==> config.mk <==
export PLATFORM = sky130hd
export DESIGN_NAME = fft_twiddle_sched
export DESIGN_NICKNAME = d
export VERILOG_FILES = /design/src/rtl/fft_twiddle_sched.sv
export SDC_FILE = /design/constraint.sdc
export NUM_CORES = 1
export LEC_CHECK = 0
export ABC_AREA = 0
export BUFFER_PORTS_ARGS = -buffer_cell sky130_fd_sc_hd__buf_2
export CAP_MARGIN = 5
export CORE_MARGIN = 4
export CORE_UTILIZATION = 46
export DETAILED_ROUTE_END_ITERATION = 6
export PLACE_DENSITY_LB_ADDON = 0.1
export REMOVE_ABC_BUFFERS = 1
export SYNTH_ARGS = -nofsm -noshare
export SYNTH_HDL_FRONTEND = slang
export SYNTH_SLANG_ARGS = --single-unit
==> constraint.sdc <==
create_clock -name Clk -period 2 [get_ports Clk]
set_input_delay 0.3 -clock Clk [delete_from_list [all_inputs] [get_ports Clk]]
set_output_delay 0.3 -clock Clk [all_outputs]
set_load 0.02 [all_outputs]
==> src/rtl/fft_twiddle_sched.sv <==
// fft_twiddle_sched: twiddle BRAM read scheduler for a 2^LOG2N-point radix-2 DIT FFT (Clk/Rst_n, Start/Stall in; Tw_En/Tw_We_A/Tw_We_B/Tw_Addr_A/Tw_Addr_B BRAM drive; Tw_Valid/Stage/Bfly_Idx/Busy/Done status; define TW_SCHED_IFFT_EN to add the Inverse input for conjugate addressing)
module fft_twiddle_sched #(
  parameter int LOG2N = 8,
  parameter int ADDR_W = 8,
  parameter int STG_W = 4
) (
  input  logic              Clk,
  input  logic              Rst_n,
  input  logic              Start,
  input  logic              Stall,
`ifdef TW_SCHED_IFFT_EN
  input  logic              Inverse,
`endif
  output logic              Tw_En,
  output logic              Tw_We_A,
  output logic              Tw_We_B,
  output logic [ADDR_W-1:0] Tw_Addr_A,
  output logic [ADDR_W-1:0] Tw_Addr_B,
  output logic              Tw_Valid,
  output logic [STG_W-1:0]  Stage,
  output logic [LOG2N-2:0]  Bfly_Idx,
  output logic              Busy,
  output logic              Done
);
  localparam logic [1:0] IDLE = 2'd0;
  localparam logic [1:0] RUN = 2'd1;
  localparam logic [1:0] DRAIN = 2'd2;
  logic [1:0] state;
  logic [STG_W-1:0] s;
  logic [LOG2N-3:0] j;
  logic inv;
  logic last;
  logic [LOG2N-2:0] k_a;
  logic [LOG2N-2:0] k_b;
  logic [ADDR_W-1:0] a_a;
  logic [ADDR_W-1:0] a_b;
  function automatic logic [ADDR_W-1:0] idx(input logic [LOG2N-2:0] k, input logic [STG_W-1:0] st);
    logic [ADDR_W-1:0] m;
    m = ADDR_W'(k) & ((ADDR_W'(1) << st) - ADDR_W'(1));
    return m << (STG_W'(LOG2N - 1) - st);
  endfunction
  assign Tw_We_A = 1'b0;
  assign Tw_We_B = 1'b0;
  always_comb begin
    k_a = {j, 1'b0};
    k_b = {j, 1'b1};
    a_a = idx(k_a, s);
    a_b = idx(k_b, s);
    last = (s == STG_W'(LOG2N - 1)) && (&j);
    Tw_En = (state == RUN) && !Stall;
    Tw_Addr_A = inv ? ADDR_W'(0) - a_a : a_a;
    Tw_Addr_B = inv ? ADDR_W'(0) - a_b : a_b;
    Busy = state != IDLE;
    Done = state == DRAIN;
  end
`ifdef TW_SCHED_IFFT_EN
  always_ff @(posedge Clk or negedge Rst_n)
    if (!Rst_n) inv <= 1'b0;
    else if (state == IDLE && Start) inv <= Inverse;
`else
  assign inv = 1'b0;
`endif
  always_ff @(posedge Clk or negedge Rst_n)
    if (!Rst_n) begin
      state <= IDLE;
      s <= '0;
      j <= '0;
      Tw_Valid <= 1'b0;
      Stage <= '0;
      Bfly_Idx <= '0;
    end else begin
      Tw_Valid <= Tw_En;
      Stage <= s;
      Bfly_Idx <= k_a;
      if (state == IDLE && Start) begin
        state <= RUN;
        s <= '0;
        j <= '0;
      end else if (state == DRAIN) begin
        state <= IDLE;
      end else if (Tw_En) begin
        state <= last ? DRAIN : RUN;
        j <= j + 1'b1;
        s <= last ? '0 : s + STG_W'(&j);
      end
    end
endmodule

==> results_dict.tcl, run 1 <==
set metrics [dict create \
    floorplan.initialDensity_pct 50.1 \
    grt.total_usage_pct 19.1 \
    grt_first_pass_wirelength_mm 5.26 \
    grt_max_degree 24 \
    worst-endpoint-required_ns 1.70 \
    outcome "finished with violations" \
    clock_insertion_delay_worst_skew_ns 0.31 \
    finalNonFillerCells 229 \
    yosysSeqAreaShare_pct 44.7 \
    timing.rr.start "s[0]$_DFFE_PN0P_" \
    violations "negative setup slack" \
    postLayoutCoreUtil_pct 75.9 \
    hold-path-cell-count 3 \
    vias 1269 \
    floorplan.rows 18 \
    fin_total_pwr_mw 1.15 \
    cts_tree "done" \
    drive_above_1_share_pct 49.7 \
    hold_violation_count_in_the_final_report 0 \
    avgRoutedWirePerCell_microns 16.0 \
    finalMaxSlewViolations 0 \
    layout.cells.most_common_list "buf_4, dfrtp_1, buf_2, nand2_1, buf_6" \
    cts_clk_pin_slew_worst_paths_ns 0.12 \
    relSlewSlack_pct 66.0 \
    timing.max_cap.violations 0 \
    worstPathCellList "nor2_4, nand2_2, ha_4, nand2b_4, o21ai_4, buf_6, a21oi_2, a31oi_1, buf_4" \
    worst_r2r_end "s[2]$_DFFE_PN0P_" \
    die_area_sq_um 3710 \
    detailedRoute.firstPassIterationCount 4 \
    syn_avg_cell_area_sq_um 9.26 \
    count_of_mapped_cells_out_of_synthesis 139 \
    place_inst 209 \
    floorplan.die.height_microns 60.9 \
    synth_edf_count 0 \
    yosysWarnings 0 \
    delay_of_the_slowest_cell_on_the_worst_path_ns 0.43 \
    ff2ff_path_depth 10 \
    yosys_register_bits 23 \
    power-per-cell-area_nw_per_um2 589 \
    worst-slew-pin-transition_ns 0.510 \
    h-tree-depth 1 \
    max-clock-path-buffers 2 \
    rsz0062_at_grt "true" \
    area_delta_synth_final_pct 51.4 \
    final_common_cell "buf_4" \
    category_of_the_most_critical_setup_path "flop to output pin" \
    irDropWorstVdd_v 0.000692 \
    nNetsFinal 208 \
    tns_ns -4.09 \
    place.gp.congestion 0.844 \
    drt-initial-drc-count 72 \
    grt_antenna_before_repair 0 \
    viasPerCell 5.54 \
    synth.cell_area_sq_um 1290 \
    worst_clock_skew_ns 0.00284 \
    tritoncts.num_buffers 3 \
    hold_path_class "input pin to flop" \
    coreArea_sq_um 2570 \
    die-width_microns 60.9 \
    cpMaxStageDelayCell "dfrtp_1" \
    boundaryPins 37 \
    first_global_vias 1136 \
    insertedDiodeCount 0 \
    ys_types 46 \
    cp-end-kind "output pin" \
    dominantRegCellSynth "dfrtp_1" \
    cts_num_sinks 23 \
    ys_async_sr_fraction_pct 100 \
    worstSetupStartpointType "flop" \
    final.setup.worst_slack_ns -0.460 \
    final_period_minus_worst_setup_slack_ns 2.46 \
    min-delay-start "Stall" \
    detail_route.drc_violations 0 \
    clk_root_buffer_cell "clkbuf_4" \
    drt.antenna.violating_nets 0 \
    min_delay_worst_endpoint "j[0]$_DFFE_PN0P_" \
    timing.reg2reg.setup_slack_ns 0.02 \
    timing.critical_path.arrival_ns 2.16 \
    critical_path.max_fanout 3 \
    dp_hpwl_mm 2.23 \
    globalRouteOverflowTotal 0 \
    post-route-period-util_pct 123 \
    setup-violations-final 15 \
    maxClockFrequency_ghz 0.407 \
    leakage_nw 0.994 \
    wl_mm 3.67 \
    io_buffer_count 32 \
    place_ws_ns -0.168 \
]
power by group:
group | internal [mW] | switching [mW] | total [mW]
logic | 0.123 | 0.203 | 0.325
clock network | 0.0747 | 0.133 | 0.208
registers | 0.546 | 0.0699 | 0.616
total | 0.743 | 0.406 | 1.15
sequential cells by signal (all words and copies together), names as in the netlist:
| signal | flops |
|---|---|
| j | 6 |
| Stage | 4 |
| Tw_Valid | 1 |
| Bfly_Idx | 6 |
| state | 2 |
| s | 4 |
synth_stat cells (2+ instances only):
cell | count | share of area [%]
a211oi_1 | 2 | 1.2
a21o_1 | 2 | 1.2
a21oi_1 | 7 | 2.7
a22o_1 | 4 | 2.7
a32o_1 | 2 | 1.6
and3_1 | 3 | 1.5
buf_2 | 3 | 1.2
buf_4 | 4 | 2.3
clkbuf_1 | 4 | 1.2
dfrtp_1 | 23 | 45
ha_1 | 4 | 3.9
inv_1 | 4 | 1.2
nand2_1 | 16 | 4.7
nand2b_1 | 3 | 1.5
nand3_1 | 6 | 2.3
nand3b_1 | 2 | 1.2
nand4_1 | 2 | 0.97
nor2_1 | 11 | 3.2
nor2b_1 | 2 | 0.97
nor3_1 | 2 | 0.78
o21ai_0 | 2 | 0.78
o21ai_1 | 4 | 1.6
xnor2_1 | 2 | 1.4
xor2_1 | 3 | 2.0
what timing repair did:
item	in CTS	in global routing
setup buffers	7	9
hold buffers	1	0
pin swaps	6	14
gates resized for setup	25	35
endpoints found under the setup margin	14	15
endpoints found under the hold margin	23	0
per-stage QoR:
stage | instance area [sq um] | hold slack [ns]
after floorplan | 1220 | 0.00441
after global placement | 1560 | 0.289
after detailed placement | 1560 | 0.291
after CTS | 1730 | 0.274
after global routing | 1950 | 0.258
final | 1950 | 0.277
cell type report:
type	instances	area (sq um)
Multi-Input combinational cell	101	764
Fill cell	167	618
Sequential cell	23	576
Timing Repair Buffer	66	526
Tap cell	30	37.5
Clock buffer	3	22.5
Inverter	5	18.8
Clock inverter	1	5.00
layer usage:
| metal | global-route usage, % | vias up | share of wire, % |
|---|---|---|---|
| met5 | 0 | - | 0 |
| met4 | 4.95 | 0 | 2.9 |
| met3 | 4.26 | 13 | 4.0 |
| met2 | 32.2 | 34 | 52 |
| met1 | 24.8 | 622 | 41 |
| li1 | - | 600 | - |
worst max path at each step:
| stage | startpoint | to | slack, ns | cells past startpoint |
|---|---|---|---|---|
| floorplan | s[2]$_DFFE_PN0P_ | Tw_Addr_A[4] | -0.44 | 7 |
| global placement | s[1]$_DFFE_PN0P_ | Tw_Addr_B[2] | -0.03 | 8 |
| detailed placement | s[1]$_DFFE_PN0P_ | Tw_Addr_B[2] | -0.17 | 8 |
| CTS | s[0]$_DFFE_PN0P_ | Tw_Addr_B[6] | -0.35 | 8 |
| global route | s[2]$_DFFE_PN0P_ | Tw_Addr_B[4] | -0.53 | 9 |
| finish | s[2]$_DFFE_PN0P_ | Tw_Addr_B[4] | -0.46 | 9 |
kinds of logic after synthesis:
family	count (synthesis)	share of synthesized area (%)
adder cells (fa/ha/maj)	4	3.89
buffers and inverters	18	7.38
AND/OR/NAND/NOR	56	22.9
multiplexers	1	0.777
flip-flops	23	44.7
AO/OA/AOI/OAI	31	16.6
XOR/XNOR	5	3.40
other	1	0.291
worst max-delay path, delay by kind of cell (launching register included):
family	cells	cell delay (ns)
AOI/OAI and AO/OA	3	0.44
adders and majority gates	1	0.23
buffers and inverters	2	0.33
DFF	1	0.43
and+or+nand+nor	3	0.42
Power figures use the tool's default switching activity.
==> inputs of run 2 (changes only) <==
--- a/config.mk
+++ b/config.mk
@@ -16,3 +16,4 @@
 export SYNTH_ARGS = -nofsm -noshare
 export SYNTH_HDL_FRONTEND = slang
 export SYNTH_SLANG_ARGS = --single-unit
+export TNS_END_PERCENT = 1
==> run 2 against run 1 <==
Against the previous run: the run still ends with negative setup slack left; sequential cell count did not move; count of clock-buffer cells in the layout stayed put; via count fell by 2.8%; combinational power is essentially flat; setup slack better by 0.038 ns; fmax grew 1.6%; largest cell class unchanged.
==> results_dict.tcl, run 2 (synthesis gave the netlist of run 1 again) <==
set metrics [dict create \
    outcome "finished with violations" \
    violations "negative setup slack" \
    irDropWorstVdd_v 0.000641 \
    grt_first_pass_wirelength_mm 5.24 \
    dp_hpwl_mm 2.23 \
    hold_path_class "input pin to flop" \
    hold-path-cell-count 3 \
    place.gp.congestion 0.844 \
    rsz0062_at_grt "true" \
    power-per-cell-area_nw_per_um2 635 \
    clk_root_buffer_cell "clkbuf_4" \
    cts_clk_pin_slew_worst_paths_ns 0.12 \
    grt_antenna_before_repair 0 \
    globalRouteOverflowTotal 0 \
    timing.reg2reg.setup_slack_ns 0.16 \
    final_common_cell "buf_4" \
    detailedRoute.firstPassIterationCount 4 \
    min_delay_worst_endpoint "j[0]$_DFFE_PN0P_" \
    power.switching_mw 0.408 \
    area_delta_synth_final_pct 40.8 \
    layout.filler_cells 203 \
    final.setup.worst_slack_ns -0.421 \
    avgRoutedWirePerCell_microns 15.6 \
    floorplan.rows 18 \
    grt.total_usage_pct 19.2 \
    grt_max_degree 24 \
    worst_r2r_end "s[2]$_DFFE_PN0P_" \
    cp-end-kind "output pin" \
    top_regs "Bfly_Idx x6, j x6" \
    floorplan.die.height_microns 60.9 \
    viasPerCell 5.53 \
    worstSetupStartpointType "flop" \
    io_buffer_count 32 \
    worst-endpoint-required_ns 1.70 \
    seq_pwr_share_pct 53.5 \
    worst_clock_skew_ns 0.00623 \
    floorplan.initialDensity_pct 50.1 \
    cts_num_sinks 23 \
    hold_violation_count_in_the_final_report 0 \
    netSwitchingFraction_pct 35.4 \
    post-route-period-util_pct 121 \
    wl_mm 3.48 \
    combPwrFrac_pct 28.1 \
    detail_route.drc_violations 0 \
    cpMaxStageDelayCell "dfrtp_1" \
    h-tree-depth 1 \
    cellInternalPower_mw 0.743 \
    maxClockFrequency_ghz 0.413 \
    category_of_the_most_critical_setup_path "flop to output pin" \
    drt.antenna.violating_nets 0 \
    die_area_sq_um 3710 \
    die-width_microns 60.9 \
    final.hold.worst_slack_ns 0.270 \
    critical_path.max_fanout 3 \
    vias 1234 \
    ff2ff_path_depth 7 \
    min-delay-start "Stall" \
    max-clock-path-buffers 2 \
    timing.rr.start "s[0]$_DFFE_PN0P_" \
    drt-initial-drc-count 67 \
    drive_above_1_share_pct 46.1 \
    insertedDiodeCount 0 \
    cts_tree "done" \
    cp-startpoint "s[2]$_DFFE_PN0P_" \
    first_global_vias 1130 \
    boundaryPins 37 \
    place_ws_ns -0.168 \
    delay_of_the_slowest_cell_on_the_worst_path_ns 0.43 \
    portion_of_total_power_attributed_to_the_clock_network_pct 18.3 \
    final_period_minus_worst_setup_slack_ns 2.42 \
    timing.critical_path.arrival_ns 2.12 \
    layout.cells.most_common_list "buf_4, dfrtp_1, buf_2, nand2_1, nor2_1" \
    finalMaxSlewViolations 0 \
    cp_top_family "simple AND/OR/NAND/NOR gates" \
    clock_insertion_delay_worst_skew_ns 0.31 \
    tritoncts.num_buffers 3 \
    setup-violations-final 14 \
    nNetsFinal 202 \
    buffering_stage_count_on_the_worst_path_with_inverters_included 2 \
    timing.max_cap.violations 0 \
    leakage_nw 0.946 \
    worstPathCellList "nor2_4, nand2_2, ha_4, nand2b_4, o21ai_4, buf_6, a21oi_2, a31oi_1, buf_4" \
    coreArea_sq_um 2570 \
]
-- run 2: cell count changes in the layout (fill, tap and decap cells not counted), sizes merged --
| cell | change |
|---|---|
| clkbuf | -1 |
| buf | -5 |
-- run 2: final cells by class --
class | count | area, sq um | share of cell area (%)
flip-flops and latches | 23 | 576 | 31.7
clock inverters | 1 | 5.00 | 0.276
multi-input cells | 101 | 739 | 40.8
well taps | 30 | 37.5 | 2.07
clock buffers | 3 | 22.5 | 1.24
inverters | 5 | 18.8 | 1.04
repair buffers | 60 | 414 | 22.8
-- run 2: timing repair --
action	in CTS	in global routing
setup buffers	7	2
endpoints found under the hold margin	23	0
resized for setup	15	24
cloned	0	0
pin swaps	3	9
hold buffers	1	0
endpoints found under the setup margin	14	15
-- run 2: tightest hold or removal path, stage by stage --
cell,delay (ns)
buf_2,0.07
or3b_4,0.12
o21ai_1,0.06
-- run 2: routing by layer --
metal | vias up | GRT usage [%] | part of all wire, %
met3 | 13 | 4.26 | 5.2
met1 | 592 | 24.7 | 42
li1 | 590 | - | -
met5 | - | 0 | 0
met4 | 0 | 4.95 | 2.8
met2 | 39 | 32.7 | 50
-- run 2: power groups by stage --
stage	clock network (mW)	logic [mW]	registers, mW
after CTS	0.214	0.318	0.614
final	0.211	0.324	0.616
after global routing	0.241	0.354	0.629
after floorplan	0	0.127	0.673
after global placement	0	0.304	0.620
after detailed placement	0	0.310	0.624
-- run 2: metrics by stage --
stage / util (%) / area (sq um) / std cells / setup TNS [ns] / total power [mW]
floorplan: - / 1220 / 129 / -2.68 / 0.801
global placement: 60.6 / 1560 / 209 / -0.0557 / 0.924
detailed placement: 60.6 / 1560 / 209 / -0.537 / 0.934
CTS: 66.3 / 1700 / 221 / -3.73 / 1.15
global route: 70.6 / 1810 / 223 / -5.47 / 1.22
finish: 70.6 / 1810 / 223 / -4.11 / 1.15
-- run 2: how the worst max path moves through the flow --
stage / end / slack, ns / cells after the start
2_1_floorplan: Tw_Addr_A[4] / -0.44 / 7
3_5_place_dp: Tw_Addr_B[2] / -0.17 / 8
6_report: Tw_Addr_B[4] / -0.42 / 9
3_3_place_gp: Tw_Addr_B[2] / -0.03 / 8
5_1_grt: Tw_Addr_B[4] / -0.53 / 9
4_1_cts: Tw_Addr_B[6] / -0.35 / 8
==> inputs of run 3 (changes only) <==
--- a/config.mk
+++ b/config.mk
@@ -6,13 +6,14 @@
 export NUM_CORES = 1
 export LEC_CHECK = 0
 export ABC_AREA = 0
-export BUFFER_PORTS_ARGS = -buffer_cell sky130_fd_sc_hd__buf_2
+export BUFFER_PORTS_ARGS = -buffer_cell sky130_fd_sc_hd__clkbuf_2
 export CAP_MARGIN = 5
 export CORE_MARGIN = 4
 export CORE_UTILIZATION = 46
 export DETAILED_ROUTE_END_ITERATION = 6
 export PLACE_DENSITY_LB_ADDON = 0.1
 export REMOVE_ABC_BUFFERS = 1
+export SETUP_SLACK_MARGIN = 0.02
 export SYNTH_ARGS = -nofsm -noshare
 export SYNTH_HDL_FRONTEND = slang
 export SYNTH_SLANG_ARGS = --single-unit
==> run 3 against run 2 <==
Against the previous run: the run still ends with negative setup slack left; global-route usage hardly changed; clock power hardly changed; clock skew is 0.0014 ns lower; cell count is 3.1% lower; sequential power is 1% lower; largest power group unchanged; worst hold slack better by 0.0017 ns; non-clock buffer count is 7 lower; combinational power is 6.8% higher; setup slack better by 0.077 ns; via count is 2.0% lower.
==> results_dict.tcl, run 3 (synthesis gave the netlist of run 1 again) <==
set metrics [dict create \
    power-per-cell-area_nw_per_um2 668 \
    timing.rr.start "j[0]$_DFFE_PN0P_" \
    clk_root_buffer_cell "clkbuf_4" \
    place_ws_ns -0.208 \
    cts_tree "done" \
    finalNonFillerCells 216 \
    viasPerCell 5.60 \
    tritoncts.num_buffers 3 \
    max-clock-path-buffers 2 \
    critical_path.max_fanout 4 \
    finish.instance_area_sq_um 1750 \
    insertedDiodeCount 0 \
    nNetsFinal 195 \
    dpl_cell_area_sq_um 1560 \
    detail_route.drc_violations 0 \
    outcome "finished with violations" \
    top_regs "Bfly_Idx x6, j x6" \
    fin_total_pwr_mw 1.17 \
    min-delay-start "Stall" \
    h-tree-depth 1 \
    cp-startpoint "s[2]$_DFFE_PN0P_" \
    final_period_minus_worst_setup_slack_ns 2.34 \
    setup-violations-final 14 \
    dp_hpwl_mm 2.38 \
    worst-slew-pin-transition_ns 0.551 \
    cts_clk_pin_slew_worst_paths_ns 0.12 \
    die-width_microns 60.9 \
    grt_antenna_before_repair 0 \
    area_delta_synth_final_pct 35.6 \
    vias 1209 \
    worst-endpoint-required_ns 1.70 \
    drt-initial-drc-count 62 \
    grt_max_degree 24 \
    floorplan.rows 18 \
    violations "negative setup slack" \
    leakage_nw 0.905 \
    place.gp.congestion 0.844 \
    drive_above_1_share_pct 41.4 \
    hold_violation_count_in_the_final_report 0 \
    boundaryPins 37 \
    final.setup.worst_slack_ns -0.344 \
    grt_first_pass_wirelength_mm 5.26 \
    timing.max_cap.violations 0 \
    rsz0062_at_grt "true" \
    cp-end-kind "output pin" \
    grt.total_usage_pct 19.2 \
    post-route-period-util_pct 117 \
    layout.filler_cells 215 \
    timing.critical_path.arrival_ns 2.04 \
    wl_mm 3.29 \
    floorplan.initialDensity_pct 50.1 \
    clock_insertion_delay_worst_skew_ns 0.31 \
    tns_ns -3.97 \
    avgRoutedWirePerCell_microns 15.2 \
    worstSetupStartpointType "flop" \
    relSlewSlack_pct 63.3 \
    place_inst 210 \
    globalRouteOverflowTotal 0 \
    final_common_cell "buf_4" \
    maxClockFrequency_ghz 0.427 \
    coreArea_sq_um 2570 \
    io_buffer_count 32 \
    category_of_the_most_critical_setup_path "flop to output pin" \
    drt.antenna.violating_nets 0 \
    layout.cells.most_common_list "buf_4, dfrtp_1, clkbuf_2, nand2_1, nor2_1" \
    floorplan.die.height_microns 60.9 \
    worst_clock_skew_ns 0.00487 \
    hold_path_class "input pin to flop" \
    cts_num_sinks 23 \
    first_global_vias 1149 \
    finalMaxSlewViolations 0 \
    die_area_sq_um 3710 \
    detailedRoute.firstPassIterationCount 4 \
    irDropWorstVdd_v 0.000717 \
]
==> run 3: cell types whose count changed in the layout (fill, tap and decap cells not counted), sizes merged <==
cell | before | now
buf | 59 | 32
clkbuf | 3 | 23
==> run 3: worst max-delay path, stage by stage, from the launching register on <==
cell and delay [ns]:
dfrtp_1 0.44, nor2_4 0.17, nand3_2 0.11, ha_4 0.18, buf_6 0.13, buf_6 0.11
nand3b_1 0.08, a21oi_2 0.06, o21ai_1 0.20, o31ai_1 0.10, buf_2 0.16
==> run 3: power breakdown <==
part	internal (mW)	leakage, nW	switching [mW]
Clock	0.0749	0.0177	0.138
Combinational	0.133	0.584	0.214
Sequential	0.546	0.304	0.0607
==> run 3: timing repair <==
| action | in CTS | in global routing |
|---|---|---|
| endpoints found under the hold margin | 23 | 0 |
| resized for setup | 28 | 18 |
| hold buffers | 1 | 0 |
| pin swaps | 9 | 7 |
| buffers inserted | 0 | 1 |
| endpoints found under the setup margin | 14 | 14 |
==> run 3: cell type report <==
cell class | count | area [sq um] | area share (%)
Multi-Input combinational cell | 101 | 719 | 41.2
Sequential cell | 23 | 576 | 33.0
Timing Repair Buffer | 53 | 367 | 21.0
Tap cell | 30 | 37.5 | 2.15
Clock buffer | 3 | 22.5 | 1.29
Inverter | 5 | 18.8 | 1.08
Clock inverter | 1 | 5.00 | 0.287
==> run 3: worst paths after layout <==
kind,endpoint,slack (ns),depth (start not counted)
setup / recovery,Tw_Addr_A[5],-0.34,10
hold / removal,j[0]$_DFFE_PN0P_,0.27,3
setup reg to reg,s[3]$_DFFE_PN0P_,0.22,7
hold reg to reg,Bfly_Idx[6]$_DFF_PN0_,0.52,0
max in group asynchronous,s[1]$_DFFE_PN0P_,1.14,2
min in group asynchronous,Bfly_Idx[5]$_DFF_PN0_,0.49,2
==> run 3: stage by stage <==
| stage | hold WS (ns) | utilization, % |
|---|---|---|
| after global routing | 0.275 | 68.0 |
| final | 0.271 | 68.0 |
| after CTS | 0.270 | 67.1 |
| after floorplan | 0.00441 | - |
| after detailed placement | 0.319 | 60.9 |
| after global placement | 0.307 | 60.9 |
==> run 3: per-layer routing <==
layer / GRT usage, % / share of wire, % / up-vias
met1: 24.3 / 42 / 586
li1: - / - / 573
met4: 7.12 / 2.0 / 0
met2: 31.6 / 50 / 41
met5: 0 / 0 / -
met3: 4.89 / 6.5 / 9
